## src/rtl/mic_sample_fifo_if.sv

```systemverilog
// mic_sample_fifo_if: consumer read port of the mic sample FIFO.
// master = consumer, slave = FIFO.
interface mic_sample_fifo_if #(
  parameter int DEPTH_LOG2 = 4
);
  logic                  rd_en;
  logic [15:0]           rd_data;
  logic                  rd_valid;
  logic                  empty;
  logic                  full;
  logic [DEPTH_LOG2:0]   level;

  modport master (
    output rd_en,
    input  rd_data,
    input  rd_valid,
    input  empty,
    input  full,
    input  level
  );

  modport slave (
    input  rd_en,
    output rd_data,
    output rd_valid,
    output empty,
    output full,
    output level
  );
endinterface

```

## src/rtl/mic_sample_fifo.sv

```systemverilog
// mic_sample_fifo: ws-edge capture, 18->16 round/saturate, circular FIFO.
// Optional peak magnitude tracker enabled by MIC_PEAK_EN.
module mic_sample_fifo #(
  parameter int DEPTH_LOG2 = 4
) (
  input  logic        clk,
  input  logic        reset,
  input  logic        enable,
  input  logic [17:0] sdata_in,
  input  logic        ws_in,
  input  logic        ovf_clr,
  input  logic        peak_clr,
  output logic        overflow,
  output logic [15:0] peak,
  mic_sample_fifo_if.slave rd
);

  localparam logic [DEPTH_LOG2:0] DEPTH =
    {1'b1, {DEPTH_LOG2{1'b0}}};

  logic                  ws_s1, ws_s2, ws_s3;
  logic                  ws_edge;
  logic [15:0]           conv;
  logic [15:0]           hi;
  logic [15:0]           cap;
  logic                  wr_pend;
  logic [15:0]           mem [2**DEPTH_LOG2];
  logic [DEPTH_LOG2-1:0] wr_ptr, rd_ptr;
  logic [DEPTH_LOG2:0]   level;
  logic [15:0]           rd_data;
  logic                  rd_valid;
  logic                  is_empty, is_full;
  logic                  rd_acc, wr_acc, wr_drop;

  assign ws_edge = ws_s2 != ws_s3;
  assign hi      = sdata_in[17:2];

  always_comb begin
    conv = hi + {15'd0, sdata_in[1]};
    if (hi == 16'h7FFF && sdata_in[1])
      conv = 16'h7FFF;
  end

  assign is_empty = level == '0;
  assign is_full  = level == DEPTH;
  assign rd_acc   = rd.rd_en && !is_empty;
  assign wr_acc   = wr_pend && (!is_full || rd_acc);
  assign wr_drop  = wr_pend && is_full && !rd_acc;

  always_ff @(posedge clk) begin
    if (reset) begin
      ws_s1   <= 1'b0;
      ws_s2   <= 1'b0;
      ws_s3   <= 1'b0;
      cap     <= '0;
      wr_pend <= 1'b0;
    end else begin
      ws_s1   <= ws_in;
      ws_s2   <= ws_s1;
      ws_s3   <= ws_s2;
      wr_pend <= ws_edge && enable;
      if (ws_edge && enable)
        cap <= conv;
    end
  end

  always_ff @(posedge clk) begin
    if (wr_acc)
      mem[wr_ptr] <= cap;
  end

  always_ff @(posedge clk) begin
    if (reset) begin
      wr_ptr   <= '0;
      rd_ptr   <= '0;
      level    <= '0;
      rd_data  <= '0;
      rd_valid <= 1'b0;
      overflow <= 1'b0;
    end else begin
      rd_valid <= rd_acc;
      if (wr_acc)
        wr_ptr <= wr_ptr + 1'b1;
      if (rd_acc) begin
        rd_data <= mem[rd_ptr];
        rd_ptr  <= rd_ptr + 1'b1;
      end
      unique case ({wr_acc, rd_acc})
        2'b10:   level <= level + 1'b1;
        2'b01:   level <= level - 1'b1;
        default: level <= level;
      endcase
      if (wr_drop)
        overflow <= 1'b1;
      else if (ovf_clr)
        overflow <= 1'b0;
    end
  end

`ifdef MIC_PEAK_EN
  logic [15:0] mag;
  logic [15:0] peak_q;

  always_comb begin
    mag = cap;
    if (cap == 16'h8000)
      mag = 16'h7FFF;
    else if (cap[15])
      mag = ~cap + 16'd1;
  end

  // a clear on a write edge restarts the peak at the new sample
  always_ff @(posedge clk) begin
    if (reset)
      peak_q <= '0;
    else if (wr_acc && (peak_clr || mag > peak_q))
      peak_q <= mag;
    else if (peak_clr)
      peak_q <= '0;
  end

  assign peak = peak_q;
`else
  logic unused_peak_clr;
  assign unused_peak_clr = peak_clr;
  assign peak = 16'h0000;
`endif

  assign rd.rd_data  = rd_data;
  assign rd.rd_valid = rd_valid;
  assign rd.empty    = is_empty;
  assign rd.full     = is_full;
  assign rd.level    = level;

endmodule

```

## src/flat_wrapper.sv

```systemverilog
// flat-port wrapper written by rule: the top's interface ports become plain ports
module mic_sample_fifo_flat 
#(
  parameter int DEPTH_LOG2 = 4
)
  (clk, reset, enable, sdata_in, ws_in, ovf_clr, peak_clr, overflow, peak, rd_rd_en, rd_rd_data, rd_rd_valid, rd_empty, rd_full, rd_level);
  mic_sample_fifo_if #(.DEPTH_LOG2(DEPTH_LOG2)) rd_i ();
  input  logic clk;
  input  logic reset;
  input  logic enable;
  input  logic [17:0] sdata_in;
  input  logic ws_in;
  input  logic ovf_clr;
  input  logic peak_clr;
  output logic overflow;
  output logic [15:0] peak;
  input wire logic [$bits(rd_i.rd_en)-1:0] rd_rd_en;
  output wire logic [$bits(rd_i.rd_data)-1:0] rd_rd_data;
  output wire logic [$bits(rd_i.rd_valid)-1:0] rd_rd_valid;
  output wire logic [$bits(rd_i.empty)-1:0] rd_empty;
  output wire logic [$bits(rd_i.full)-1:0] rd_full;
  output wire logic [$bits(rd_i.level)-1:0] rd_level;
  assign rd_i.rd_en = rd_rd_en;
  assign rd_rd_data = rd_i.rd_data;
  assign rd_rd_valid = rd_i.rd_valid;
  assign rd_empty = rd_i.empty;
  assign rd_full = rd_i.full;
  assign rd_level = rd_i.level;
  mic_sample_fifo #(.DEPTH_LOG2(DEPTH_LOG2)) u_core (.clk(clk), .reset(reset), .enable(enable), .sdata_in(sdata_in), .ws_in(ws_in), .ovf_clr(ovf_clr), .peak_clr(peak_clr), .overflow(overflow), .peak(peak), .rd(rd_i));
endmodule
```

## config.mk

```make
export PLATFORM = sky130hd
export DESIGN_NAME = mic_sample_fifo_flat
export DESIGN_NICKNAME = d
export VERILOG_FILES = /design/src/rtl/mic_sample_fifo_if.sv /design/src/rtl/mic_sample_fifo.sv /design/src/flat_wrapper.sv
export SDC_FILE = /design/constraint.sdc
export NUM_CORES = 1
export LEC_CHECK = 0
export ABC_CLOCK_PERIOD_IN_PS = 3600
export CORE_ASPECT_RATIO = 1.4
export CORE_MARGIN = 3
export CORE_UTILIZATION = 36
export CTS_CLUSTER_DIAMETER = 120
export DETAILED_ROUTE_END_ITERATION = 8
export DONT_BUFFER_PORTS = 1
export HOLD_SLACK_MARGIN = 0.03
export PLACE_DENSITY_LB_ADDON = 0.05
export SYNTH_ARGS = -nofsm -noshare
export SYNTH_HDL_FRONTEND = slang
export SYNTH_SLANG_ARGS = --single-unit
```

## constraint.sdc

```tcl
create_clock -name clk -period 3.6 [get_ports clk]
set_input_delay 0.72 -clock clk [delete_from_list [all_inputs] [get_ports clk]]
set_output_delay 0.72 -clock clk [all_outputs]
set_load 0.05 [all_outputs]
```

* Word level (Yosys, flattened, before mapping)
Memory sizes are Yosys's and may differ from the RTL's. A register that Yosys moved wholly into a read port is not among the register bits.
Cells that the tools add are included.
** Word-level totals
- Memories :: 1
- Register bits :: 35
- Output and inout bits :: 41
- Word-level logic and storage cells :: 40
- Input port bits :: 25
- Bits in writable memories :: 256
** Memories
- u_core.mem :: depth 16, width 16, read ports 1, clocked after Yosys merged registers in 1, wr ports 1, line mic_sample_fifo.sv:27 : logic [15:0] mem [2**DEPTH_LOG2];
** Cells by class
- Equal/unequal tests :: 5
- Reduce and logical (&&, ||, !) cells :: 13
- Add/sub/neg operators :: 5
- Mux-type cells :: 6
** Operator list (count)
- $add 16x1->16 :: 1
- $eq 16x15->1 const B :: 1
- $mux 16 :: 1
- $pmux 5 s2 :: 1
- $add 4x1->4 const B :: 2
- $logic_and 1x1->1 :: 6
- $add 5x1->5 const B :: 1
- $eq 5x5->1 const B :: 1
- $logic_not 5->1 :: 1
- $sub 5x1->5 const B :: 1
- $mux 1 :: 4
- $reduce_bool 2->1 :: 2
- $logic_not 1->1 :: 3
- $eq 2x1->1 const B :: 1
- $eq 2x2->1 const B :: 1
- $logic_or 1x1->1 :: 1
- $ne 1x1->1 :: 1

* Longest topological paths before layout
Gate-level depths: netlist of run 1.
- Word-level depth :: 7
- Gate-level depth with buffers :: 8
- Depth with buffers taken out :: 7

* Worst setup path after synthesis of run 1
OpenSTA, ideal clock, no wires.
- Kind :: reg2reg
- Start point :: reg u_core.level[0] (netlist: u_core.rd.level[0])
- End point :: mem u_core.mem[0][0], enable pin
- Path slack :: 0.569 ns
- Buffers on the path :: 1
- Stages on the path, launching flop included :: 6
- Arrival time :: 2.622 ns
- Clock period less this slack :: 3.031 ns
- Required time :: 3.191 ns
- Setup time :: 0.409 ns
- Path through :: dfxtp_1 or4_4 buf_6 o31a_1 nand2_1 nor3_1
** Between the ends
- Longest elaborated chain between the ends :: 7
- Elaborated cells on any way between the ends :: 9
- Those cells by class :: eq/ne: 1; mux: 2; reduce/logical: 6
** RTL lines
- start: declaration :: line mic_sample_fifo.sv:29 : logic [DEPTH_LOG2:0] level;
- start signal: assignment :: line mic_sample_fifo.sv:89 : 2'b10: level <= level + 1'b1;
- start signal: assignment :: line mic_sample_fifo.sv:90 : 2'b01: level <= level - 1'b1;
- start signal: assignment :: line mic_sample_fifo.sv:91 : default: level <= level;
- $logic_not 5->1 :: line mic_sample_fifo.sv:44 : assign is_empty = level == '0;
- $logic_not 1->1 :: line mic_sample_fifo.sv:46 : assign rd_acc = rd.rd_en && !is_empty;
- $logic_and 1x1->1 :: line mic_sample_fifo.sv:46
- $logic_or 1x1->1 * :: line mic_sample_fifo.sv:47 : assign wr_acc = wr_pend && (!is_full || rd_acc);
- $logic_and 1x1->1 * :: line mic_sample_fifo.sv:47
- $mux 1 * :: line mic_sample_fifo.sv:68 : if (wr_acc)
- $mux 1 (implied by the code) * :: line mic_sample_fifo.sv:69 : mem[wr_ptr] <= cap;
- end: declaration :: line mic_sample_fifo.sv:27
Every way passes the cells marked *; elsewhere a longest branch is shown, timed or not.

* Worst setup path after layout of run 1
- Start point :: reg u_core.level[0] (netlist: u_core.rd.level[0])
- End point :: out rd_full
** Between the ends
- Longest elaborated chain between the ends :: 1
** RTL lines
- $eq 5x5->1 :: line mic_sample_fifo.sv:45 : assign is_full = level == DEPTH;
- end: declaration :: line flat_wrapper.sv:21 : output wire logic [$bits(rd_i.full)-1:0] rd_full;
No other way between the ends.

==> results by group, run 1 <==
Status
  • Status: finished, final reports clean

Logic synthesis
  • #FFs+latches synth: about 300
  • Synth top area cells: edfxtp_1, mux4_2, dfxtp_1, mux2i_1, nor2_1
  • Sequential area share after synthesis: a little under three quarters
  • Syn Area/Cell: 18.09 µm²
  • Synth top area share: around 63%
  • Synthesized area: roughly 12000 µm²
  • EDFF count, synth: approximately 260
  • Cells after synthesis: 678
  • Synthesis Warnings: 0
  • Area leader, netlist: edfxtp_1
  • Most used DFF post-synth: edfxtp_1
  • Async set-or-reset flop fraction in the synthesized netlist: 0%
  • Yosys cell types: 47

STA
  • Max Clk Rate: between 300 and 400 MHz
  • Worst rel slew slack: 21.35%
  • RSZ-0062 raised after global routing: no
  • Setup TNS: 0 ns
  • Final Cycle Share: 81.26%
  • Clock skew: ~0.013 ns
  • Actual slew at the worst max-slew pin: 1.174 ns
  • Final setup violation count: 0
  • Slew Viols, Final: 0
  • Hold Vio Cnt, Final: 0
  • Final min period: 2.925 ns
  • Fin worst setup slack: 0.6745 ns

Power and ir drop
  • Lkg Pwr: 0.004619 µW
  • Maximum vdd drop: 0.4256 mV
  • PnR Total Power: 8055 µW
  • PD cells: slightly below 600 nW/µm²

Finish
  • Final Net Count: 739
  • Syn-to-layout area delta: 12.88%
  • Fin util: 41.45%
  • Finished Cell Area: 13850 µm²
  • Fillers: between 3000 and 4000
  • Antenna diodes: 0
  • Fraction of layout instances using a drive strength above 1: 21.43%

Routing
  • Vias: 5976
  • Post-route DRC: 0
  • DRT Pass-1 Iters: 4
  • Via/cell ratio: 5.095
  • Antenna-violating nets left: 0
  • Final WL: 27010 µm
  • 1st-iter DRT viols: 334
  • Routed WL per cell: 23.03 µm

Clock network
  • Clock buffer depth: 3
  • Worst-Skew Late Latency: approximately 0.56 ns
  • CTS tree: yes
  • Reg clk slew, reported paths: 0.06 ns
  • TritonCTS buffer count: 31
  • Clock Sink Count: ~310
  • Cts hold-fix bufs: 0
  • Root Driver: clkbuf_16
  • Cts repair resizes: 0
  • H-tree depth: 1
  • Total setup buffers inserted after CTS: 0

GRT
  • GRT Total Usage: 15.00%
  • Vias in the first global route: 6479
  • Largest net degree at the start of global routing: 47
  • First-pass GRT wire length: 40520 µm
  • Grt ovf: 0
  • Antenna violations before repair: 0

Setup path
  • Critical Path Max Stage Delay: about 0.76 ns
  • Crit path required time: ~2.9 ns
  • Crit path from: u_core.rd.level[0]
  • Worst path arrival time: 2.21 ns
  • Top Family by Delay on Critical Path: simple AND/OR/NAND/NOR gates
  • Reg-to-Reg Start: u_core.rd.level[0]
  • Buf+Inv Stages, Crit Path: 1
  • CP Cell Sequence: or4_4, nor2_1, buf_4
  • Critical path endpoint category: output pin
  • Crit Path Max Fanout: 11
  • Crit Path Class: register to output pin
  • Max stage delay cell, worst path: or4_4
  • Startpoint Class: register

Floorplanning
  • Initial Util: 36.72%
  • IO Pins: 66
  • Die area: 36360 µm²
  • Die Width: 162.0 µm
  • Die Ht: 224.4 µm
  • Row cnt: 79
  • Area of the core: 33410 µm²

Worst hold path
  • HP Start: reset
  • Min-Delay Path Class: input pin to register

Place
  • Post-Place Worst Slack: 0.8700 ns
  • Placement Cell Area: 12850 µm²
  • Final Wtd Congestion: 0.7064
  • PortBufs: 0
  • Post-DP HPWL: 16110 µm

Run
  • Max Cap Viol: 0
==> report_power, final <==
part / internal, µW / switching [µW]
combinational: 285 / 418
clock: 1760 / 1330
sequential: 3920 / 340
==> routing by layer <==
metal | GRT usage (%) | part of all wire (%)
met4 | 3.634 | 1.6
met5 | 0 | 0
met3 | 2.211 | 4.0
met2 | 27.61 | 55
met1 | 18.58 | 40
==> Yosys cell counts, drive strengths merged, types with 10 or more instances <==
cell and instances:
edfxtp 256, mux4 64, dfxtp 51, nor2 47
mux2i 38, buf 32, clkbuf 18, a21o 17
a211oi 15, o22ai 15, xnor2 12, nand2 11
ha 10
==> kinds of logic (layout without fill, tap and decap cells) <==
family                     Yosys count  after routing  share of synthesized area (%)
AOI/OAI and AO/OA                   69             69                          4.457
xor gates and xnor gates            20             20                          1.428
adders and majority gates           11             11                          1.183
buffers and inverters               58             93                          2.560
DFF                                307            307                          70.98
muxes                              104            104                          15.03
other                                1             16                        0.03057
and+or+nand+nor                    108            108                          4.324
==> cell usage in the layout, fill, tap and decap left out, types with 5 or more instances in the layout <==
| cell | n |
|---|---|
| mux2i_1 | 38 |
| nor2b_1 | 6 |
| mux4_2 | 64 |
| a21o_1 | 17 |
| nand2b_1 | 8 |
| nor2_1 | 47 |
| o22ai_1 | 15 |
| conb_1 | 16 |
| nand4_1 | 5 |
| xnor2_1 | 12 |
| buf_4 | 25 |
| clkbuf_1 | 8 |
| inv_1 | 8 |
| dfxtp_1 | 48 |
| a211oi_1 | 15 |
| ha_1 | 10 |
| nor4_1 | 6 |
| edfxtp_1 | 256 |
| xor2_1 | 8 |
| nand3_1 | 5 |
| clkinv_2 | 11 |
| clkbuf_16 | 35 |
| nand2_1 | 11 |
==> flip-flops by register name, indices dropped and copies added, names as in the netlist, 4 cells and up <==
name               cells
u_core.cap            16
u_core.mem           256
u_core.rd.level        5
u_core.rd.rd_data     16
u_core.rd_ptr          4
u_core.wr_ptr          4
==> metrics by stage <==
step	cells	hold slack, ns
2_1_floorplan	693	0.4138
3_3_place_gp	1115	0.4288
3_5_place_dp	1115	0.4335
4_1_cts	1173	0.1968
5_1_grt	1173	0.1961
6_report	1173	0.2314
==> path summary, 6_finish.rpt <==
| path | to | cells after the start | slack (ns) |
|---|---|---|---|
| worst min-delay path | u_core.rd_ptr[0] | 1 | 0.23 |
| worst max-delay path | rd_full | 3 | 0.67 |
| worst min register to register | u_core.ws_s2 | 1 | 0.45 |
| worst max register to register | u_core.rd.level[4] | 7 | 0.84 |
==> layout make-up <==
| cell class | instances | area (µm²) | area share (%) |
|---|---|---|---|
| clock inverter | 15 | 88.84 | 0.6415 |
| clock buffer | 43 | 905.9 | 6.541 |
| timing repair buffer | 27 | 227.7 | 1.644 |
| sequential | 307 | 8715 | 62.93 |
| tap | 445 | 556.8 | 4.021 |
| inverter | 8 | 30.03 | 0.2168 |
| multi-input combinational | 328 | 3324 | 24.01 |
(Power assumes the default switching activity.)
==> run 2: changes to the inputs <==
--- a/config.mk
+++ b/config.mk
@@ -5,7 +5,7 @@
 export SDC_FILE = /design/constraint.sdc
 export NUM_CORES = 1
 export LEC_CHECK = 0
-export ABC_CLOCK_PERIOD_IN_PS = 3600
+export ABC_CLOCK_PERIOD_IN_PS = 2900
 export CORE_ASPECT_RATIO = 1.4
 export CORE_MARGIN = 3
 export CORE_UTILIZATION = 36
==> constraint.sdc (replaced) <==
create_clock -name clk -period 2.9 [get_ports clk]
set_input_delay 0.58 -clock clk [delete_from_list [all_inputs] [get_ports clk]]
set_output_delay 0.58 -clock clk [all_outputs]
set_load 0.05 [all_outputs]
==> run 2 against run 1 <==
Against the previous run: clock skew is 0.0068 ns lower; register-to-register slack worse by 0.64 ns; flip-flop and latch count did not move; non-clock buffer count rose by 10; global-route usage up 0.13 points; setup slack lost 0.47 ns; critical path type is now register to register; critical endpoint is now u_core.rd.level[4].
==> results by group, run 2 (synthesis results as in run 1) <==
Routing
  • 1st-iter DRT viols: 385
  • Antenna-violating nets left: 0
  • Post-route DRC: 0
  • Final WL: 27270 µm
  • DRT Pass-1 Iters: 5
  • Vias: 6133
  • Max layer used: met4
  • Met2 Wirelength: 14770 µm
  • Via/cell ratio: ~5.2
  • Routed WL per cell: 23.05 µm
  • Wire length on met1: roughly 11000 µm
  • Met3 WL: about 1100 µm

STA
  • Setup TNS: 0 ns
  • Final setup violation count: 0
  • Slew Viols, Final: 0
  • Final Cycle Share: 93.06%
  • Final min period: 2.699 ns
  • Fin worst setup slack: 0.2012 ns
  • Clock skew: 0.006199 ns
  • Max Clk Rate: 370.5 MHz
  • RSZ-0062 raised after global routing: no
  • Worst rel slew slack: between 20% and 30%
  • Actual slew at the worst max-slew pin: around 1.2 ns
  • Hold Vio Cnt, Final: 0

Place
  • Post-DP HPWL: around 17000 µm
  • PortBufs: 0
  • Final Wtd Congestion: 0.7295
  • Placement Cell Area: between 10000 and 15000 µm²
  • Post-Place Worst Slack: 0.2531 ns

Power and ir drop
  • Maximum vdd drop: 0.5309 mV
  • PnR Total Power: 10470 µW
  • Lkg Pwr: 0.004699 µW
  • Combinational share of power: under 10%
  • P_int: 7844 µW
  • Sequential Power Share: 49.8%
  • Sw Share: 25.09%
  • Clock share of power: between 40 and 50%
  • Switching power: 2627 µW
  • PD cells: around 750 nW/µm²

GRT
  • GRT Total Usage: 15.13%
  • Antenna violations before repair: 0
  • Vias in the first global route: ~6600
  • Largest net degree at the start of global routing: 42
  • Grt ovf: 0
  • First-pass GRT wire length: 41130 µm

Setup path
  • CP Cell Sequence: inv_1, a21oi_1, ha_1, a21o_1, a21oi_1, mux2i_1, a31oi_1
  • Crit path from: u_core.rd.level[4]
  • Max stage delay cell, worst path: dfxtp_1
  • Worst R2R Path Depth: 7
  • Most frequent CP cell: a21oi_1
  • Reg-to-Reg Start: u_core.rd.level[4]
  • Top Family by Delay on Critical Path: compound AO/OA/AOI/OAI gates
  • Total stage count of the critical path: 7
  • Critical Path Max Stage Delay: about 0.66 ns
  • Startpoint Class: register
  • Crit Path Class: register to register
  • Critical path endpoint category: register
  • Crit path required time: 3.34 ns
  • Buf+Inv Stages, Crit Path: 1
  • Worst path arrival time: 3.14 ns
  • Crit Path Max Fanout: 5

Finish
  • Finished Cell Area: 14050 µm²
  • Largest register by flop count: u_core.mem
  • Syn-to-layout area delta: 14.55%
  • Biggest regs: u_core.mem x256, u_core.cap x16, u_core.rd.rd_data x16
  • Fillers: roughly 3100
  • Number of flip-flops in the largest register: around 260
  • Most common cell after layout, fill and taps aside: edfxtp_1
  • Final Net Count: 749
  • Antenna diodes: 0
  • Fraction of layout instances using a drive strength above 1: 23.71%
  • Most frequent cells in the layout: edfxtp_1, mux4_2, dfxtp_1

Clock network
  • Clock Sink Count: 307
  • Cts repair resizes: 0
  • TritonCTS buffer count: 31
  • Cts hold-fix bufs: 0
  • H-tree depth: 1
  • Clock buffer depth: 3
  • Reg clk slew, reported paths: 0.06 ns
  • Worst-Skew Late Latency: 0.56 ns
  • CTS tree: yes
  • Root Driver: clkbuf_16
  • Total setup buffers inserted after CTS: 0

Worst hold path
  • Hold path cells: 1
  • Min-Delay Path Class: input pin to register
  • HP Start: reset

Floorplanning
  • Die area: 36360 µm²
  • Row cnt: 79
  • Area of the core: around 33000 µm²
  • IO Pins: 66
  • Die Width: 162.0 µm
  • Die Ht: approximately 220 µm
  • Initial Util: a little under two fifths

Status
  • Status: finished, final reports clean

Run
  • Max Cap Viol: 0
[run 2: through the flow]
step | hold WS [ns] | utilization [%] | std cells
after floorplan | 0.4138 | - | 693
after CTS | 0.04921 | 42.05 | 1183
final | 0.08139 | 42.06 | 1183
after global routing | 0.05381 | 42.06 | 1183
after detailed placement | 0.4403 | 38.76 | 1125
after global placement | 0.4285 | 38.76 | 1125
[run 2: final timing paths]
check                            end  slack (ns)
hold reg to reg         u_core.ws_s2        0.45
hold / removal      u_core.rd_ptr[0]        0.08
setup reg to reg  u_core.rd.level[4]        0.20
setup / recovery  u_core.rd.level[4]        0.20
[run 2: worst reg2reg max path, delay by kind of cell (launching register included)]
kind                       cells  cell delay (ns)
AOI/OAI and AO/OA              4             1.06
adders and majority gates      1             0.38
buffers and inverters          1             0.25
DFF                            1             0.66
muxes                          1             0.22
[run 2: routing by layer]
| layer | vias to the layer above | global-route usage [%] |
|---|---|---|
| li1 | 2740 | - |
| met1 | 3209 | 18.66 |
| met2 | 138 | 27.92 |
| met3 | 46 | 2.119 |
| met4 | 0 | 3.855 |
| met5 | - | 0 |
[run 2: cell type report]
type,count,area [µm²],area share (%)
inverters,8,30.03,0.2137
flip-flops and latches,307,8715,62.01
clock buffers,37,798.3,5.680
repair buffers,37,302.8,2.155
clock inverters,21,300.3,2.137
well taps,445,556.8,3.962
multi-input cells,328,3351,23.84
[run 2: power groups by stage]
| stage | clock network (µW) | registers (µW) | logic, µW |
|---|---|---|---|
| 5_1_grt | 4530 | 5230 | 1080 |
| 2_1_floorplan | 0 | 5300 | 765 |
| 3_3_place_gp | 0 | 5300 | 996 |
| 6_report | 4260 | 5210 | 995 |
| 4_1_cts | 4380 | 5220 | 1010 |
| 3_5_place_dp | 0 | 5310 | 1010 |
